$ cat config.mk
export PLATFORM = sky130hd
export DESIGN_NAME = sw_priority_encoder
export DESIGN_NICKNAME = d
export VERILOG_FILES = /design/src/rtl/sw_enc_pkg.sv /design/src/rtl/sw_debounce.sv /design/src/rtl/sw_priority_encoder.sv
export SDC_FILE = /design/constraint.sdc
export NUM_CORES = 1
export LEC_CHECK = 0
export BUFFER_PORTS_ARGS = -buffer_cell sky130_fd_sc_hd__buf_2
export CAP_MARGIN = 20
export CELL_PAD_IN_SITES_DETAIL_PLACEMENT = 2
export CELL_PAD_IN_SITES_GLOBAL_PLACEMENT = 2
export CORE_MARGIN = 2
export CORE_UTILIZATION = 37
export CTS_CLUSTER_SIZE = 25
export DETAILED_ROUTE_END_ITERATION = 12
export PLACE_DENSITY = 0.79
export SKIP_CTS_REPAIR_TIMING = 1
export SYNTH_ARGS = -nofsm -noshare
export SYNTH_HDL_FRONTEND = slang
export SYNTH_SLANG_ARGS = --single-unit
$ cat constraint.sdc
create_clock -name clk -period 4.8 [get_ports clk]
set_clock_uncertainty 0.05 [all_clocks]
set_input_delay 0.72 -clock clk [delete_from_list [all_inputs] [get_ports clk]]
set_output_delay 0.72 -clock clk [all_outputs]
set_load 0.05 [all_outputs]
$ cat src/rtl/sw_enc_pkg.sv
// sw_enc_pkg: shared types and helpers for the switch priority encoder.
//   db_state_e        - debounce FSM states (STABLE, SETTLING)
//   DEBOUNCE_DEFAULT  - default stable-cycle count (10 ms at 100 MHz)
//   multi_hot()       - true when two or more bits of a vector are set
package sw_enc_pkg;

  typedef enum logic {
    STABLE   = 1'b0,
    SETTLING = 1'b1
  } db_state_e;

  localparam int DEBOUNCE_DEFAULT = 1_000_000;

  // Operates on a 64-bit zero-extended vector so any N up to 64 can use it.
  function automatic logic multi_hot(input logic [63:0] v);
    int unsigned n;
    n = 0;
    for (int i = 0; i < 64; i++) n += 32'(v[i]);
    return (n >= 2);
  endfunction

endpackage

$ cat src/rtl/sw_debounce.sv
// sw_debounce: two-flop synchroniser plus whole-vector debounce.
//   clk     in  : system clock
//   reset   in  : synchronous, active-high
//   sw      in  : raw asynchronous switch inputs [N-1:0]
//   stable  out : settled switch vector [N-1:0]
// SW_ENC_DEBOUNCE_EN defined: FSM/counter require DEBOUNCE_CYCLES consecutive
// matching samples before stable commits. Undefined: stable follows the
// synchroniser output every cycle.
module sw_debounce
  import sw_enc_pkg::*;
#(
  parameter int N               = 16,
  parameter int DEBOUNCE_CYCLES = DEBOUNCE_DEFAULT
) (
  input  logic         clk,
  input  logic         reset,
  input  logic [N-1:0] sw,
  output logic [N-1:0] stable
);

  if (DEBOUNCE_CYCLES < 1) begin : g_bad_cycles
    $error("sw_debounce: DEBOUNCE_CYCLES must be >= 1");
  end

  logic [N-1:0] s1, s2;

  always_ff @(posedge clk) begin
    if (reset) begin
      s1 <= '0;
      s2 <= '0;
    end else begin
      s1 <= sw;
      s2 <= s1;
    end
  end

`ifdef SW_ENC_DEBOUNCE_EN
  localparam int CW = $clog2(DEBOUNCE_CYCLES + 1);

  db_state_e    state, state_d;
  logic [N-1:0] cand, cand_d, stable_d;
  logic [CW-1:0] cnt, cnt_d;

  always_ff @(posedge clk) begin
    if (reset) begin
      state  <= STABLE;
      cand   <= '0;
      cnt    <= '0;
      stable <= '0;
    end else begin
      state  <= state_d;
      cand   <= cand_d;
      cnt    <= cnt_d;
      stable <= stable_d;
    end
  end

  // Any mismatch reloads the candidate from either state, so a bounce
  // restarts the count from zero.
  always_comb begin
    state_d  = state;
    cand_d   = cand;
    cnt_d    = cnt;
    stable_d = stable;
    if (s2 != cand) begin
      cand_d  = s2;
      cnt_d   = '0;
      state_d = SETTLING;
    end else if (state == SETTLING) begin
      cnt_d = cnt + CW'(1);
      if (cnt == CW'(DEBOUNCE_CYCLES - 1)) begin
        stable_d = cand;
        state_d  = STABLE;
      end
    end
  end
`else
  always_ff @(posedge clk) begin
    if (reset) stable <= '0;
    else       stable <= s2;
  end
`endif

endmodule

$ cat src/rtl/sw_priority_encoder.sv
// sw_priority_encoder: debounced N-switch priority encoder.
//   clk     in  : system clock
//   reset   in  : synchronous, active-high
//   sw      in  : raw switch inputs [N-1:0]
//   idx     out : index of the winning set bit (0 when none set)
//   valid   out : at least one bit set in the settled vector
//   multi   out : two or more bits set in the settled vector
//   change  out : one-cycle pulse when idx/valid/multi take a new value
// PRIO_HIGH=1 picks the highest set index, 0 the lowest.
// Optional debounce is compiled in with SW_ENC_DEBOUNCE_EN.
module sw_priority_encoder
  import sw_enc_pkg::*;
#(
  parameter int N               = 16,
  parameter int IDX_W           = $clog2(N),
  parameter bit PRIO_HIGH       = 1'b1,
  parameter int DEBOUNCE_CYCLES = DEBOUNCE_DEFAULT
) (
  input  logic             clk,
  input  logic             reset,
  input  logic [N-1:0]     sw,
  output logic [IDX_W-1:0] idx,
  output logic             valid,
  output logic             multi,
  output logic             change
);

  logic [N-1:0]     stable;
  logic [63:0]      stable_ext;
  logic [IDX_W-1:0] enc_idx;
  logic             enc_valid, enc_multi;

  sw_debounce #(
    .N               (N),
    .DEBOUNCE_CYCLES (DEBOUNCE_CYCLES)
  ) u_db (
    .clk    (clk),
    .reset  (reset),
    .sw     (sw),
    .stable (stable)
  );

  // Scan order makes the last hit the winner: ascending for high priority,
  // descending for low priority.
  always_comb begin
    enc_idx    = '0;
    stable_ext = '0;
    stable_ext[N-1:0] = stable;
    if (PRIO_HIGH) begin
      for (int i = 0; i < N; i++)
        if (stable[i]) enc_idx = IDX_W'(i);
    end else begin
      for (int i = N - 1; i >= 0; i--)
        if (stable[i]) enc_idx = IDX_W'(i);
    end
    enc_valid = |stable;
    enc_multi = multi_hot(stable_ext);
  end

  always_ff @(posedge clk) begin
    if (reset) begin
      idx    <= '0;
      valid  <= 1'b0;
      multi  <= 1'b0;
      change <= 1'b0;
    end else begin
      idx    <= enc_idx;
      valid  <= enc_valid;
      multi  <= enc_multi;
      change <= (enc_idx != idx) || (enc_valid != valid) || (enc_multi != multi);
    end
  end

endmodule

==> metrics.log, run 1 <==
[metrics] number of DRC violations after detailed-routing iteration 0: 28
[metrics] Overall Global Routing Usage: 14.8%
[metrics] Slew @ Worst Pin: 923 ps
[metrics] internal power: 635 µW
[metrics] worst hold endpoint: u_db.s2[8]
[metrics] reg2reg start: u_db.stable[11]
[metrics] worst hold path depth: 1
[metrics] Floorplan Core Area: 0.00554 mm²
[metrics] mean instance size in the synthesized netlist: 10.6 µm²
[metrics] detailed-route wire length per cell: 14.1 µm
[metrics] clock group share of total power: 30.5%
[metrics] ant diodes: 0
[metrics] dominant synthesized flop cell: dfxtp_1
[metrics] leading post-synthesis cells by instance count: dfxtp_1 (55), nor2b_1 (48), inv_1 (25)
[metrics] Worst slew margin: 38.5%
[metrics] power density over the cells: between 300 and 400 mW/mm²
[metrics] layout overhead on the synthesized area: 12.8%
[metrics] Worst R2R Path Depth: 12
[metrics] number of core rows: 27
[metrics] CTS tree: yes
[metrics] Initial Utilization: 38.3%
[metrics] gate count of the mapped netlist: 200
[metrics] DR vias: 1379
[metrics] total clock sinks: 55
[metrics] post-route ant nets: 0
[metrics] fraction of post-synthesis cell area in the top cell type by area: 51.8%
[metrics] number of vias per cell after detailed routing: roughly 4.6
[metrics] class of the tightest hold or removal check: reg2reg
[metrics] endpoint of the worst register-to-register path: change
[metrics] r2r setup slk: 270 ps
[metrics] Detailed Route WL: 4.20 mm
[metrics] CP most frequent cell: fa_1
[metrics] Placed Cells: between 200 and 300
[metrics] Critical Path Sink Type: register
[metrics] cell taking the most area after synthesis: dfxtp_1
[metrics] total standard cell area after synthesis: 0.00212 mm²
[metrics] sequential group share of total power: a little under three fifths
[metrics] crit-path max cell delay: 570 ps
[metrics] Inserted Clock Buffers: 5
[metrics] #FFs+latches synth: 55
[metrics] Die Span X: around 80 µm
[metrics] number of detailed-routing iterations run before antenna repair: 4
[metrics] highest fanout seen on the critical path: 5
[metrics] Yosys warning total: 0
[metrics] Worst Setup Start Kind: register
[metrics] combinational cell fraction of total power: 13.8%
[metrics] outcome: complete, no violations
[metrics] final period demand of the worst path: 4530 ps
[metrics] total die area: 0.00636 mm²
[metrics] I/O pin count: 25
[metrics] critical setup path kind: reg2reg
[metrics] largest net degree at the start of global routing: 56
[metrics] net switching power: ~250 µW
[metrics] wire length of the first global-routing pass: 6.98 mm
[metrics] number of distinct library cells after synthesis: 34
[metrics] number of buffer and inverter stages on the critical path: 2
[metrics] most common cell in the netlist: dfxtp_1
[metrics] final layout net count: 258
[metrics] clock transition at the registers of the reported paths: 100 ps
[metrics] later-pin clock latency in the skew report: 310 ps
[metrics] chain of cells forming the critical path: inv_1 > fa_1 > fa_1 > fa_1 > fa_1 > inv_1 > ha_1 > fa_1 > or3_1 > or3_2 > a32oi_1 > a41oi_1
[metrics] routability-driven placement congestion ratio: around 0.84
[metrics] dominant cells by area after synthesis: dfxtp_1 (52%), nor2b_1 (14%), fa_1 (9.4%), inv_1 (4.4%), ha_1 (3.5%)
[metrics] CP max-delay cell: fa_1
[metrics] portion of the clock cycle consumed by the worst path in the final layout: between 90% and 100%
[metrics] peak supply drop: 0.173 mV
[metrics] maximum count of clock buffers along a single path: 2
[metrics] final hold viol count: 0
[metrics] count of maximum capacitance violations: 0
[metrics] proportion of synthesized chip area in sequential cells: 51.8%
[metrics] switching share of power: 27.9%
[metrics] number of H-tree levels: 2
[metrics] critical path data arrival time: 4630 ps
[metrics] number of enable flip-flop cells after synthesis: 0
[metrics] count of port buffers added during placement: 24
[metrics] detailed-placement wirelength estimate: 3.17 mm
[metrics] setup violation total in the final timing report: 0
[metrics] share of flip-flops with an asynchronous set or reset: 0%
[metrics] total negative setup slack: 0 ps
[metrics] Congestion Overflow GR: 0
[metrics] setup repair after global routing missed its margin: no
[metrics] initial antenna violation count: 0
[metrics] Max Clk Rate: between 0.2 and 0.25 GHz
[metrics] y dimension of the die: between 70 and 80 µm
[metrics] CP top delay family: adder cells
[metrics] ratio of cells with drive above 1 in the final layout: 16.9%
[metrics] total DRC errors in the routed layout: 0
[metrics] library cell used as clock root buffer: clkbuf_8
[metrics] pins over their slew limit: 0
[metrics] HP Start: u_db.s1[8]
[metrics] fin cells: 297
[metrics] Pleak: 0.00101 µW
[metrics] post-synth net total: ~230
[metrics] number of global-route vias before repair: 1478
[metrics] critical path data required time: 4900 ps
placed cells by master (no fill, tap or decap), drive strengths merged:
cell type	synthesis	final
dfxtp	55	55
nor2b	48	48
inv	25	27
buf	1	24
nor2	12	12
fa	10	10
ha	6	6
clkbuf	6	5
a21oi	4	4
o21ai	4	4
or4	3	3
nor4	3	3
a221oi	2	2
xor2	2	2
a31oi	2	2
or3	2	2
nor4b	1	1
and2	1	1
or2	1	1
nand2b	1	1
o2111ai	1	1
o22ai	1	1
nor3	1	1
a22oi	1	1
o31ai	1	1
o211ai	1	1
a311oi	1	1
nand3b	1	1
nand3	1	1
a32oi	1	1
a41oi	1	1
clkinvlp	0	1
state kept, by name, indices dropped and copies added, names as in the netlist:
signal and count:
u_db.stable 16, u_db.s2 16, change 1, valid 1
u_db.s1 16, multi 1, idx 4
per-layer routing:
metal  share of wire (%)  GRT usage [%]
met5                   0              0
met1                  42           16.2
met4                 1.2           5.59
met2                  54           27.6
met3                 3.2           3.39
cell families after synthesis:
kind of cell    count (synthesis)  synth area share [%]
buf+inv                        32                  6.01
xor+xnor                        2                 0.825
flops                          55                  51.8
simple gates                   75                  22.1
fa+ha+maj                      16                  13.0
compound gates                 20                  6.30
stage by stage:
stage	setup WS (ps)	hold slack, ps	utilization [%]	cell area [µm²]	total power [µW]
2_1_floorplan	594	364	-	2120	591
3_3_place_gp	470	367	41.5	2300	616
3_5_place_dp	286	378	41.5	2300	626
4_1_cts	255	401	43.3	2400	897
5_1_grt	51.4	416	43.3	2400	936
6_report	268	396	43.3	2400	881
worst register-to-register path: cells and delay by family, from the launching register on:
| kind | cells | cell delay (ps) |
|---|---|---|
| AND/OR/NAND/NOR | 2 | 810 |
| AO/OA/AOI/OAI | 2 | 300 |
| adder cells (fa/ha/maj) | 6 | 2630 |
| flip-flops | 1 | 430 |
| buffers and inverters | 2 | 160 |
worst max-delay path by stage:
stage                    start      to  slack, ps  cells past startpoint
2_1_floorplan  u_db.stable[11]  change        590                     12
4_1_cts        u_db.stable[11]  change        260                     12
6_report       u_db.stable[11]  change        270                     12
3_5_place_dp   u_db.stable[11]  change        290                     12
5_1_grt        u_db.stable[11]  change         50                     12
3_3_place_gp   u_db.stable[11]  change        470                     12
layout make-up:
class	instances	area, µm²
clock buffer	5	68.8
timing repair buffer	24	120
multi-input combinational	113	896
fill	614	3140
sequential	55	1100
clock inverter	3	27.5
inverter	25	93.8
tap	72	90.1
power groups by stage:
stage	combinational, µW	clock, µW	sequential [µW]
after global placement	117	0	499
after floorplan	71.1	0	520
after detailed placement	124	0	501
after CTS	125	281	491
after global routing	137	305	494
final	122	269	490
(Power assumes the default switching activity.)
==> run 2, diff against run 1 <==
CELL_PAD_IN_SITES_DETAIL_PLACEMENT = default   (was 2)
CELL_PAD_IN_SITES_GLOBAL_PLACEMENT = default   (was 2)
CORE_UTILIZATION = 56   (was 37)
CTS_CLUSTER_DIAMETER = 100   (was default)
PLACE_DENSITY = 0.78   (was 0.79)
==> metrics.log, run 2 (synthesis gave the netlist of run 1 again) <==
[metrics] final period demand of the worst path: 4450 ps (-77.8 ps)
[metrics] library cell used as clock root buffer: clkbuf_8
[metrics] number of detailed-routing iterations run before antenna repair: 4 (unchanged)
[metrics] count of maximum capacitance violations: 0 (unchanged)
[metrics] post-route ant nets: 0 (unchanged)
[metrics] later-pin clock latency in the skew report: 290 ps (-20 ps)
[metrics] outcome: complete, no violations
[metrics] count of port buffers added during placement: 24 (unchanged)
[metrics] final standard cell area without fillers: 0.00239 mm² (-0.21%)
[metrics] Worst Setup Start Kind: register
[metrics] worst hold path depth: 1 (unchanged)
[metrics] Die Span X: 65.6 µm (-18%)
[metrics] initial antenna violation count: 0 (unchanged)
[metrics] wire length of the first global-routing pass: 5.15 mm (-26%)
[metrics] class of the tightest hold or removal check: reg2reg
[metrics] number of core rows: 22 (-19%)
[metrics] Pleak: 0.00103 µW (+1.5%)
[metrics] maximum count of clock buffers along a single path: 2 (unchanged)
[metrics] CTS tree: yes
[metrics] peak supply drop: 0.431 mV (+150%)
[metrics] Slew @ Worst Pin: 859 ps (-63.3 ps)
[metrics] number of global-route vias before repair: 1237 (-16%)
[metrics] Max Clk Rate: 0.225 GHz (+1.7%)
[metrics] total die area: 0.00430 mm² (-32%)
[metrics] I/O pin count: 25 (unchanged)
[metrics] total negative setup slack: 0 ps (unchanged)
[metrics] most used cells in the layout excluding fill and tap cells: dfxtp_1 (55), nor2b_1 (48), inv_1 (25), buf_2 (24), nor2_1 (12)
[metrics] largest net degree at the start of global routing: 56 (unchanged)
[metrics] Worst slew margin: 42.7% (+4.2 points)
[metrics] Detailed Route WL: 2.98 mm (-29%)
[metrics] critical setup path kind: reg2reg
[metrics] detailed-placement wirelength estimate: 2.22 mm (-30%)
[metrics] final hold slack: 387 ps (-8.83 ps)
[metrics] total DRC errors in the routed layout: 0 (unchanged)
[metrics] portion of the clock cycle consumed by the worst path in the final layout: 92.8% (-1.6 points)
[metrics] Placed Cells: 265 (-8.3%)
[metrics] setup violation total in the final timing report: 0 (unchanged)
[metrics] routability-driven placement congestion ratio: 0.870 (+3.2%)
[metrics] clock transition at the registers of the reported paths: 90 ps (about the same)
[metrics] largest registers: u_db.s1 x16, u_db.s2 x16, u_db.stable x16
[metrics] layout overhead on the synthesized area: 12.6%
[metrics] number of H-tree levels: 2 (unchanged)
[metrics] dpl cell area: 0.00227 mm² (-1.3%)
[metrics] Critical Path Sink Type: register
[metrics] Inserted Clock Buffers: 5 (unchanged)
[metrics] number of DRC violations after detailed-routing iteration 0: 37 (+32%)
[metrics] detailed-route wire length per cell: 10.9 µm (-23%)
[metrics] critical path data arrival time: 4540 ps (-90 ps)
[metrics] Congestion Overflow GR: 0 (unchanged)
[metrics] total clock sinks: 55 (unchanged)
[metrics] y dimension of the die: 65.6 µm (-18%)
[metrics] number of vias per cell after detailed routing: 4.76 (+2.5%)
[metrics] ratio of cells with drive above 1 in the final layout: 16.9% (unchanged)
[metrics] critical path data required time: 4890 ps (about the same)
[metrics] ant diodes: 0 (unchanged)
[metrics] Initial Utilization: 58.0% (+20 points)
[metrics] highest fanout seen on the critical path: 4 (-1)
[metrics] Worst R2R Path Depth: 12 (unchanged)
[metrics] area used by sequential logic in the layout: 0.00110 mm² (unchanged)
[metrics] number of inserted filler cells in the final layout: 281 (-54%)
[metrics] fin cells: 273 (-8.1%)
[metrics] DR vias: 1299 (-5.8%)
[metrics] pins over their slew limit: 0 (unchanged)
[metrics] final hold viol count: 0 (unchanged)
[metrics] final layout net count: 258 (unchanged)
[metrics] Floorplan Core Area: 0.00366 mm² (-34%)
[metrics] most frequent standard cell in the layout excluding fill and tap cells: dfxtp_1
[metrics] area of the multi-input gates: 896 µm² (unchanged)
[metrics] Overall Global Routing Usage: 15.6% (+0.77 points)
[metrics] power density over the cells: 384 mW/mm² (+4.4%)
[metrics] setup repair after global routing missed its margin: no
[run 2: cell types whose count changed in the layout (fill, tap and decap cells not counted), sizes merged]
| cell | delta |
|---|---|
| clkbuf | +1 |
| inv | -1 |
| bufinv | +1 |
| clkinvlp | -1 |
[run 2: path summary, 6_finish.rpt]
path                                      from               to  slack, ps
worst max-delay path            u_db.stable[5]           change        350
worst min-delay path               u_db.s2[14]  u_db.stable[14]        390
worst max register to register  u_db.stable[5]           change        350
worst min register to register     u_db.s2[14]  u_db.stable[14]        390
[run 2: layout make-up]
| class | count | area share (%) |
|---|---|---|
| sequential | 55 | 46.0 |
| multi-input combinational | 113 | 37.4 |
| timing repair buffer | 24 | 5.02 |
| inverter | 25 | 3.92 |
| clock buffer | 6 | 3.45 |
| tap | 48 | 2.51 |
| clock inverter | 2 | 1.62 |
[run 2: through the flow]
stage,power (µW),worst slack (ps),util (%)
floorplan,591,594,-
global placement,613,472,62.0
detailed placement,618,366,62.0
CTS,926,339,65.3
global route,961,171,65.3
finish,918,346,65.3
[run 2: where the power goes]
part,switching [µW],internal [µW],total [µW]
logic,69.1,47.8,117
clock network,140,172,312
registers,10.6,478,489
total,220,698,918
[run 2: worst max-delay path, stage by stage (launching register included)]
cell and delay, ps:
dfxtp_1 390, inv_1 90, fa_1 560, fa_1 450
fa_1 500, fa_1 490, inv_1 40, ha_1 190
fa_1 420, or3_1 380, or3_2 430, a32oi_1 180
a41oi_1 130
[run 2: per-layer routing]
| layer | GRT usage (%) | part of all wire (%) | up-vias | routed length (µm) |
|---|---|---|---|---|
| met5 | 0 | 0 | - | 0 |
| met4 | 4.69 | 0.67 | 0 | 20 |
| met3 | 3.60 | 2.6 | 2 | 78 |
| met2 | 27.7 | 51 | 23 | 1530 |
| met1 | 18.7 | 45 | 595 | 1350 |
| li1 | - | - | 679 | - |
